===== src/rtl/guess_pkg.sv =====
// Shared types and default parameters for the digit guessing game controller.
// The GUESS_INPUT_SYNC_EN build option lives in btn_edge.
package guess_pkg;

    typedef enum logic [1:0] {
        ST_SET   = 2'd0,
        ST_GUESS = 2'd1,
        ST_WIN   = 2'd2,
        ST_LOSE  = 2'd3
    } state_t;

    // Digit code is (button number - 1), so buttons 1..4 map to 0..3
    typedef logic [1:0] digit_t;

    typedef enum logic [1:0] {
        CMP_EQUAL   = 2'd0,
        CMP_BIGGER  = 2'd1,
        CMP_SMALLER = 2'd2
    } cmp_t;

    localparam int DEF_MIN_DIGITS = 4;
    localparam int DEF_MAX_DIGITS = 8;
    localparam int DEF_MAX_TRIES  = 3;

endpackage


===== src/rtl/btn_edge.sv =====
// Rising-edge detector for one front-panel input, with an optional 2-flop
// synchroniser in front when GUESS_INPUT_SYNC_EN is defined.
module btn_edge (
    input  logic clk,
    input  logic rst_n,
    input  logic din,
    output logic pulse
);

    logic sampled;
    logic level_q;
    logic level_d_q;

`ifdef GUESS_INPUT_SYNC_EN
    logic [1:0] sync_q;

    always_ff @(posedge clk or negedge rst_n) begin
        if (!rst_n) begin
            sync_q <= 2'b00;
        end else begin
            sync_q <= {sync_q[0], din};
        end
    end

    assign sampled = sync_q[1];
`else
    assign sampled = din;
`endif

    always_ff @(posedge clk or negedge rst_n) begin
        if (!rst_n) begin
            level_q   <= 1'b0;
            level_d_q <= 1'b0;
        end else begin
            level_q   <= sampled;
            level_d_q <= level_q;
        end
    end

    // One pulse per press, no matter how long the button is held
    assign pulse = level_q & ~level_d_q;

endmodule


===== src/rtl/test.sv =====
// Two-player digit guessing game: secret entry, guess evaluation and win/lose.
// Define GUESS_INPUT_SYNC_EN to synchronise the button inputs (see btn_edge).
//
// state    | meaning
// ---------+--------------------------------------------
// ST_SET   | player A keys the secret
// ST_GUESS | player B keys guesses, flags show last result
// ST_WIN   | guess matched, everything frozen until reset
// ST_LOSE  | tries exhausted, everything frozen until reset
module test
    import guess_pkg::*;
#(
    parameter int MIN_DIGITS = DEF_MIN_DIGITS,
    parameter int MAX_DIGITS = DEF_MAX_DIGITS,
    parameter int MAX_TRIES  = DEF_MAX_TRIES
) (
    input  logic       clk,
    input  logic       reset,
    input  logic       I1,
    input  logic       I2,
    input  logic       I3,
    input  logic       I4,
    input  logic       enter,
    output logic       win,
    output logic       lose,
    output logic       equal,
    output logic       bigger,
    output logic       smaller,
    output logic [0:3] nums
);

    localparam int EW = 2 * MAX_DIGITS;
    localparam int TW = $clog2(MAX_TRIES + 1);

    logic [4:0] raw;
    logic [4:0] pulse;

    assign raw = {enter, I4, I3, I2, I1};

    for (genvar i = 0; i < 5; i++) begin : g_edge
        btn_edge u_edge (
            .clk   (clk),
            .rst_n (reset),
            .din   (raw[i]),
            .pulse (pulse[i])
        );
    end

    state_t         state_q, state_d;
    logic [3:0]     cnt_q, cnt_d;
    logic [EW-1:0]  entry_q, entry_d;
    logic [EW-1:0]  secret_q, secret_d;
    logic [3:0]     slen_q, slen_d;
    logic [TW-1:0]  tries_q, tries_d;
    logic           win_q, win_d;
    logic           lose_q, lose_d;
    logic           equal_q, equal_d;
    logic           bigger_q, bigger_d;
    logic           smaller_q, smaller_d;

    logic           digit_ok;
    digit_t         digit;
    logic           ent;
    logic [3:0]     app_cnt;
    logic [EW-1:0]  app_entry;
    cmp_t           cmp;
    logic           last_try;

    assign ent = pulse[4];

    // Simultaneous presses of several digit buttons are ambiguous and dropped
    always_comb begin
        digit_ok = 1'b0;
        digit    = 2'd0;
        case (pulse[3:0])
            4'b0001: begin digit_ok = 1'b1; digit = 2'd0; end
            4'b0010: begin digit_ok = 1'b1; digit = 2'd1; end
            4'b0100: begin digit_ok = 1'b1; digit = 2'd2; end
            4'b1000: begin digit_ok = 1'b1; digit = 2'd3; end
            default: ;
        endcase
    end

    // Digits are shifted in from the right, so for equal lengths the packed
    // value orders the same way as the decimal number
    always_comb begin
        app_cnt   = cnt_q;
        app_entry = entry_q;
        if (digit_ok && (int'(cnt_q) < MAX_DIGITS)) begin
            app_cnt   = cnt_q + 4'd1;
            app_entry = {entry_q[EW-3:0], digit};
        end
    end

    function automatic cmp_t compare(input logic [3:0]    g_len,
                                     input logic [EW-1:0] g_val,
                                     input logic [3:0]    s_len,
                                     input logic [EW-1:0] s_val);
        if (g_len > s_len) return CMP_BIGGER;
        if (g_len < s_len) return CMP_SMALLER;
        if (g_val > s_val) return CMP_BIGGER;
        if (g_val < s_val) return CMP_SMALLER;
        return CMP_EQUAL;
    endfunction

    assign cmp      = compare(app_cnt, app_entry, slen_q, secret_q);
    assign last_try = (int'(tries_q) + 1 >= MAX_TRIES);

    always_comb begin
        state_d   = state_q;
        cnt_d     = cnt_q;
        entry_d   = entry_q;
        secret_d  = secret_q;
        slen_d    = slen_q;
        tries_d   = tries_q;
        win_d     = win_q;
        lose_d    = lose_q;
        equal_d   = equal_q;
        bigger_d  = bigger_q;
        smaller_d = smaller_q;

        case (state_q)
            ST_SET: begin
                cnt_d   = app_cnt;
                entry_d = app_entry;
                if (ent) begin
                    cnt_d   = 4'd0;
                    entry_d = '0;
                    if (int'(app_cnt) >= MIN_DIGITS) begin
                        secret_d = app_entry;
                        slen_d   = app_cnt;
                        state_d  = ST_GUESS;
                    end
                end
            end

            ST_GUESS: begin
                cnt_d   = app_cnt;
                entry_d = app_entry;
                if (ent) begin
                    cnt_d   = 4'd0;
                    entry_d = '0;
                    if (int'(app_cnt) >= MIN_DIGITS) begin
                        equal_d   = (cmp == CMP_EQUAL);
                        bigger_d  = (cmp == CMP_BIGGER);
                        smaller_d = (cmp == CMP_SMALLER);
                        if (cmp == CMP_EQUAL) begin
                            win_d   = 1'b1;
                            state_d = ST_WIN;
                        end else begin
                            tries_d = tries_q + TW'(1);
                            if (last_try) begin
                                lose_d  = 1'b1;
                                state_d = ST_LOSE;
                            end
                        end
                    end
                end
            end

            default: ;
        endcase
    end

    always_ff @(posedge clk or negedge reset) begin
        if (!reset) begin
            state_q   <= ST_SET;
            cnt_q     <= 4'd0;
            entry_q   <= '0;
            secret_q  <= '0;
            slen_q    <= 4'd0;
            tries_q   <= '0;
            win_q     <= 1'b0;
            lose_q    <= 1'b0;
            equal_q   <= 1'b0;
            bigger_q  <= 1'b0;
            smaller_q <= 1'b0;
        end else begin
            state_q   <= state_d;
            cnt_q     <= cnt_d;
            entry_q   <= entry_d;
            secret_q  <= secret_d;
            slen_q    <= slen_d;
            tries_q   <= tries_d;
            win_q     <= win_d;
            lose_q    <= lose_d;
            equal_q   <= equal_d;
            bigger_q  <= bigger_d;
            smaller_q <= smaller_d;
        end
    end

    assign win     = win_q;
    assign lose    = lose_q;
    assign equal   = equal_q;
    assign bigger  = bigger_q;
    assign smaller = smaller_q;
    assign nums    = cnt_q;

endmodule


===== config.mk =====
export PLATFORM = sky130hd
export DESIGN_NAME = test
export DESIGN_NICKNAME = d
export VERILOG_FILES = /design/src/rtl/guess_pkg.sv /design/src/rtl/btn_edge.sv /design/src/rtl/test.sv
export SDC_FILE = /design/constraint.sdc
export NUM_CORES = 1
export LEC_CHECK = 0
export BUFFER_PORTS_ARGS = -buffer_cell sky130_fd_sc_hd__buf_4
export CAP_MARGIN = 10
export CORE_ASPECT_RATIO = 0.7
export CORE_MARGIN = 4
export CORE_UTILIZATION = 35
export DETAILED_ROUTE_END_ITERATION = 8
export GPL_ROUTABILITY_DRIVEN = 0
export SLEW_MARGIN = 10
export SYNTH_ARGS = -nofsm -noshare
export SYNTH_HDL_FRONTEND = slang
export SYNTH_SLANG_ARGS = --single-unit
export TNS_END_PERCENT = 5

===== constraint.sdc =====
create_clock -name clk -period 3.3 [get_ports clk]
set_input_delay 0.165 -clock clk [delete_from_list [all_inputs] [get_ports clk]]
set_output_delay 0.165 -clock clk [all_outputs]
set_load 0.005 [all_outputs]

# After elaboration in Yosys (flattened, before gate mapping)
# Cells that the tools add are included.
# totals
register_bits	59
in_bits	7
output_inout_bits	9
# classes
add_sub_neg	3
n_lt_le_gt_ge	7
eq_ne	12
n_mux	31
bitwise	11
reduce_logical	12
# op_table
cell	count
$mux 16	2
$mux 2	14
$gt 16x16->1	1
$lt 16x16->1	1
$mux 1	11
$mux 4	2
$ne 2x2->1 const B	4
$reduce_and 4->1	2
$not 1->1	6
$pmux 2 s3	1
$reduce_and 3->1	2
$reduce_and 6->1	1
$and 1x1->1	5
$reduce_and 5->1	1
$add 4x1->4 const B	1
$eq 2x1->1 const B	2
$eq 4x1->1 const B	1
$eq 4x2->1 const B	1
$eq 4x3->1 const B	1
$eq 4x4->1 const B	1
$ge 4x3->1 const B	1
$gt 4x4->1	1
$logic_not 2->1	2
$lt 4x4->1	1
other kinds (11)	11

# Depth between registers and ports, before layout
# logic_depth
ltp_word	24
mapped_depth	15

# Hierarchy
# From an unflattened synthesis, not the netlist that was laid out.
# hier_totals
cells_unflattened	322
area_unflattened_um2	3176.8
# modules_own_cells
mod	n_inst	cells_each	area_per_inst_um2	seq_area_each_um2
test	1	307	2857.7	1226.2
btn_edge	5	3	63.8	50.0

# Worst setup path before layout
# No wires, ideal clock.
# synth_path
path_type	register to register
from	register g_edge[1].u_edge.level_q
to	register tries_q[1]
arrival_time_ps	3150
setup_slack_ps	70
stages_incl_launch_ff	16
path_buffers	2
period_less_slack_ps	3230
cell_sequence	dfrtp_1 nor2b_4 buf_6 xnor2_1 o221ai_2 a21oi_1 buf_2 mux2_2 ha_1 a21oi_1 o21ai_0 a21o_1 a211o_1 and4bb_2 nor2_4 mux2i_1
# synth_via
elab_chain_cells	18
# synth_rtl
element	line_no	source
start: declaration	btn_edge.sv:11	logic level_q;
start signal: assignment	btn_edge.sv:35	level_q <= sampled;
$and 1x1->1 *	btn_edge.sv:41	assign pulse = level_q & ~level_d_q;
$eq 4x4->1 (tied with other cells)	test.sv:75	case (pulse[3:0])
$reduce_or 4->1 (no line) *	n/a	
$mux 1 *	test.sv:75	
$logic_and 1x1->1 *	test.sv:89	if (digit_ok && (int'(cnt_q) < MAX_DIGITS)) begin
$mux 16 *	test.sv:89	
named net app_entry[7]	test.sv:65	logic [EW-1:0] app_entry;
$lt 16x16->1	test.sv:102	if (g_val < s_val) return CMP_SMALLER;
[... 3 more ...]	n/a	
$mux 1	test.sv:100	if (g_len < s_len) return CMP_SMALLER;
$mux 2	test.sv:103	return CMP_EQUAL;
$mux 2 *	test.sv:102	
$mux 2 *	test.sv:101	if (g_val > s_val) return CMP_BIGGER;
$mux 2 *	test.sv:100	
$logic_not 2->1 *	test.sv:147	if (cmp == CMP_EQUAL) begin
$not 1->1 (no line) *	n/a	
$reduce_and 4->1 (no line) *	n/a	
end signal: assignment	test.sv:184	tries_q <= tries_d;
end: declaration	test.sv:54	logic [TW-1:0] tries_q, tries_d;
# Mark *: on every way through the listed nets, which the timed path passes. The rest lies on a longest branch. The select of a mux whose other input is x is not followed.
# A chain may end at the register's enable or synchronous reset.

# Worst setup path in the final report
# layout_path
from	register g_edge[1].u_edge.level_d_q
to	register lose_q (netlist: lose)
# layout_via
elab_chain_cells	19
# layout_rtl
element	line_no	source
start: declaration	btn_edge.sv:12	logic level_d_q;
start signal: assignment	btn_edge.sv:36	level_d_q <= level_q;
$not 1->1 *	btn_edge.sv:41	
$and 1x1->1 *	btn_edge.sv:41	
$eq 4x4->1 (tied with other cells)	test.sv:75	
$reduce_or 4->1 (no line) *	n/a	
$mux 1 *	test.sv:75	
$logic_and 1x1->1 *	test.sv:89	
$mux 16 *	test.sv:89	
named net app_entry[10]	test.sv:65	
[... 4 more ...]	n/a	
$mux 1	test.sv:100	
$mux 2	test.sv:103	
$mux 2 *	test.sv:102	
$mux 2 *	test.sv:101	
$mux 2 *	test.sv:100	
$logic_not 2->1 *	test.sv:147	
$not 1->1 (no line) *	n/a	
$reduce_and 5->1 (no line) *	n/a	
end signal: assignment	test.sv:186	lose_q <= lose_d;
end: declaration	test.sv:56	logic lose_q, lose_d;
# Marks and branches as above.

==> metrics.cfg <==
[logic_synthesis]
async_reset_ff_share_pct=100.0
synth_common_cells=59 x dfrtp_1, 31 x nand2_1, 26 x inv_1
synth_xor_area_share_pct=1.729
ys_top_cells_by_area=dfrtp_1 49%, ha_1 9.5%, mux2_2 6.7%
ys.flop_type=dfrtp_1
synth_area_per_cell_sq_um=10.55
yosysSeqAreaShare_pct=48.58
synthAdderAreaFrac_pct=9.469
ys_types=42
yosysTopAreaCell=dfrtp_1
ys_ff_latch=59
synthSimpleGateAreaFrac_pct=11.49
yosysTopAreaCellShare_pct=48.58
synthCells=288
syn_area_sq_um=3039
synth_most_common_cell=dfrtp_1
syn_nets=318
synth_top_family_by_area=compound AO/OA/AOI/OAI gates
synth_mux_area_share_pct=6.999
yosysWarningCount=0
synth_edf_count=0
synth_compound_area_share_pct=16.39

[clock_network]
clk_latency_ns=0.33
htree_levels=3
numCtsBuffers=9
cts_tree=done
path_clk_slew_ns=0.05
cts.sinks=59
clk_path_buf_depth=2
cts_root_buffer=clkbuf_16

[hold_path]
min_path_cells=0
hold_class=flip-flop to flip-flop

[placement]
pre_cts_slack_ns=-0.08570
place_area_sq_um=3374
numPlacedInstances=427
portBuffers=15
dp_hpwl_microns=4401

[drt]
drt_first_iter_violations=170
routedWlPerCell_microns=14.17
via_per_inst=4.769
dr_total_vias=2184
final_antenna_net_count=0
wl_microns=6492
first_pass_iters=4
drc=0

[power]
switching_share_pct=30.70
seqPwrFrac_pct=35.4
power_density_nw_per_um2=660.7
intPower_uw=1840
clkPwrFrac_pct=32.7
combPwrFrac_pct=31.9
vdd_drop_max_v=0.0003165
power_switching_uw=815.2
p_leak_uw=0.001875

[timing]
max_freq_mhz=306.9
finalHoldViolations=0
tightest_slew_ns=0.7047
max-slew-margin-rel_pct=52.59
layout_setup_ws_ns=0.04141
finalCritPeriodShare_pct=98.75
tns_ns=0
slew_violations=0
period_minus_slack_ns=3.259
rsz0062_at_grt=yes
skew_ns=0.006448
setup_viol=0

[cells_and_area]
drive_gt1_share_pct=29.88
final_cell_area_sq_um=4019
area_delta_synth_final_pct=32.24
final_nets=364
instances_no_fill=458
antenna_cells=0

[grt]
antenna_found_initial=0
grt_first_pass_wirelength_microns=10870
grt_max_degree=60
grt_pass1_vias=2112
grt-ovfl-total=0
grt_use_total_pct=13.71

[critical_path]
cp-end-kind=flip-flop
rr_worst_depth=14
critPathArrivalTime_ns=3.48
path_max_fanout=7
startpoint_type=flip-flop
required_ns=3.52
worstSetupPathType=flip-flop to flip-flop

[die]
die-area_sq_um=10260
core_area_sq_um=8443
die_height_microns=85.97
rows=28
start_util_pct=36.00
die_width_microns=119.4
ioPinCount=16

[job]
maxCapViolCount=0

[status]
status=completed

[routing by layer]
metal	wire length (microns)	global-route usage, %
met2	2615	17.32
met5	0	0
met4	121	5.717
met1	3491	21.00
met3	263	4.351
[logic make-up (layout without fill, tap and decap cells)]
kind of cell | Yosys count | after routing
compound gates | 75 | 75
simple gates | 69 | 69
flops | 59 | 59
buf+inv | 37 | 87
fa+ha+maj | 23 | 23
mux | 19 | 19
xor+xnor | 6 | 6
[layout by cell type (no fill, tap or decap), drive strengths merged, types with 3 or more instances in the layout]
master	instances
nand2	31
mux2	18
a21oi	17
dlygate4sd3	6
nand4	3
nor4	3
buf	39
nand3	4
xnor2	6
o21ai	26
a22o	17
nor2b	5
clkbuf	14
nor2	13
ha	23
inv	26
a21o	3
dfrtp	59
[power by group through the flow]
stage                     Combinational (uW)  Clock [uW]  Sequential, uW
after floorplan                          483           0             919
after global placement                   707           0             944
after detailed placement                 722           0             947
after CTS                                769         891             937
after global routing                     958         931             956
final                                    846         869             939
[cell type report]
class                   instances  area, sq um
fillers                       751         4424
multi-input cells             192         1620
flip-flops and latches         59         1476
repair buffers                 46        394.1
clock buffers                  13        270.3
well taps                     120        150.1
inverters                      26        97.59
clock inverters                 2        10.01
[metrics by stage]
stage	power [uW]	util [%]	hold slack (ns)
6_report	2655	47.60	0.3646
5_1_grt	2845	47.60	0.3692
4_1_cts	2597	44.80	0.3692
3_5_place_dp	1668	39.97	0.2758
3_3_place_gp	1651	39.97	0.2747
2_1_floorplan	1402	-	-0.1306
[state kept, by name (all words and copies together), names as in the netlist]
| register | cells |
|---|---|
| g_edge.u_edge.level_d_q | 5 |
| tries_q | 2 |
| win | 1 |
| slen_q | 4 |
| lose | 1 |
| nums | 4 |
| secret_q | 16 |
| state_q | 2 |
| equal | 1 |
| smaller | 1 |
| bigger | 1 |
| g_edge.u_edge.level_q | 5 |
| entry_q | 16 |
[worst max-delay path: stages (launching register included)]
cell	delay, ns
dfrtp_1	0.39
nor2b_4	0.18
xnor2_2	0.15
o221ai_2	0.14
a21oi_2	0.19
buf_4	0.14
clkbuf_16	0.14
mux2_4	0.33
ha_4	0.27
nand4_1	0.18
nor4_4	0.34
nand2_1	0.10
and4bb_2	0.37
nor2_4	0.07
a21o_1	0.15
[what timing repair did]
item | in CTS | in global routing
setup buffers | 3 | 6
hold buffers | 6 | 0
hold endpoints to repair | 64 | 0
cloned | 1 | 0
resized for setup | 4 | 31
pin swaps | 8 | 8
endpoints found under the setup margin | 5 | 9
[path summary, 6_finish.rpt]
check | slack [ns] | start | end
worst max-delay path | 0.04 | g_edge[1].u_edge.level_d_q$_DFF_PN0_ | lose$_DFFE_PN0P_
worst min-delay path | 0.36 | g_edge[4].u_edge.level_q$_DFF_PN0_ | g_edge[4].u_edge.level_d_q$_DFF_PN0_
worst max register to register | 0.04 | g_edge[1].u_edge.level_d_q$_DFF_PN0_ | lose$_DFFE_PN0P_
worst min register to register | 0.36 | g_edge[4].u_edge.level_q$_DFF_PN0_ | g_edge[4].u_edge.level_d_q$_DFF_PN0_
max in group asynchronous | 2.38 | reset | secret_q[5]$_DFFE_PN0P_
min in group asynchronous | 0.43 | reset | entry_q[11]$_DFFE_PN0P_
(Power assumes the default switching activity.)
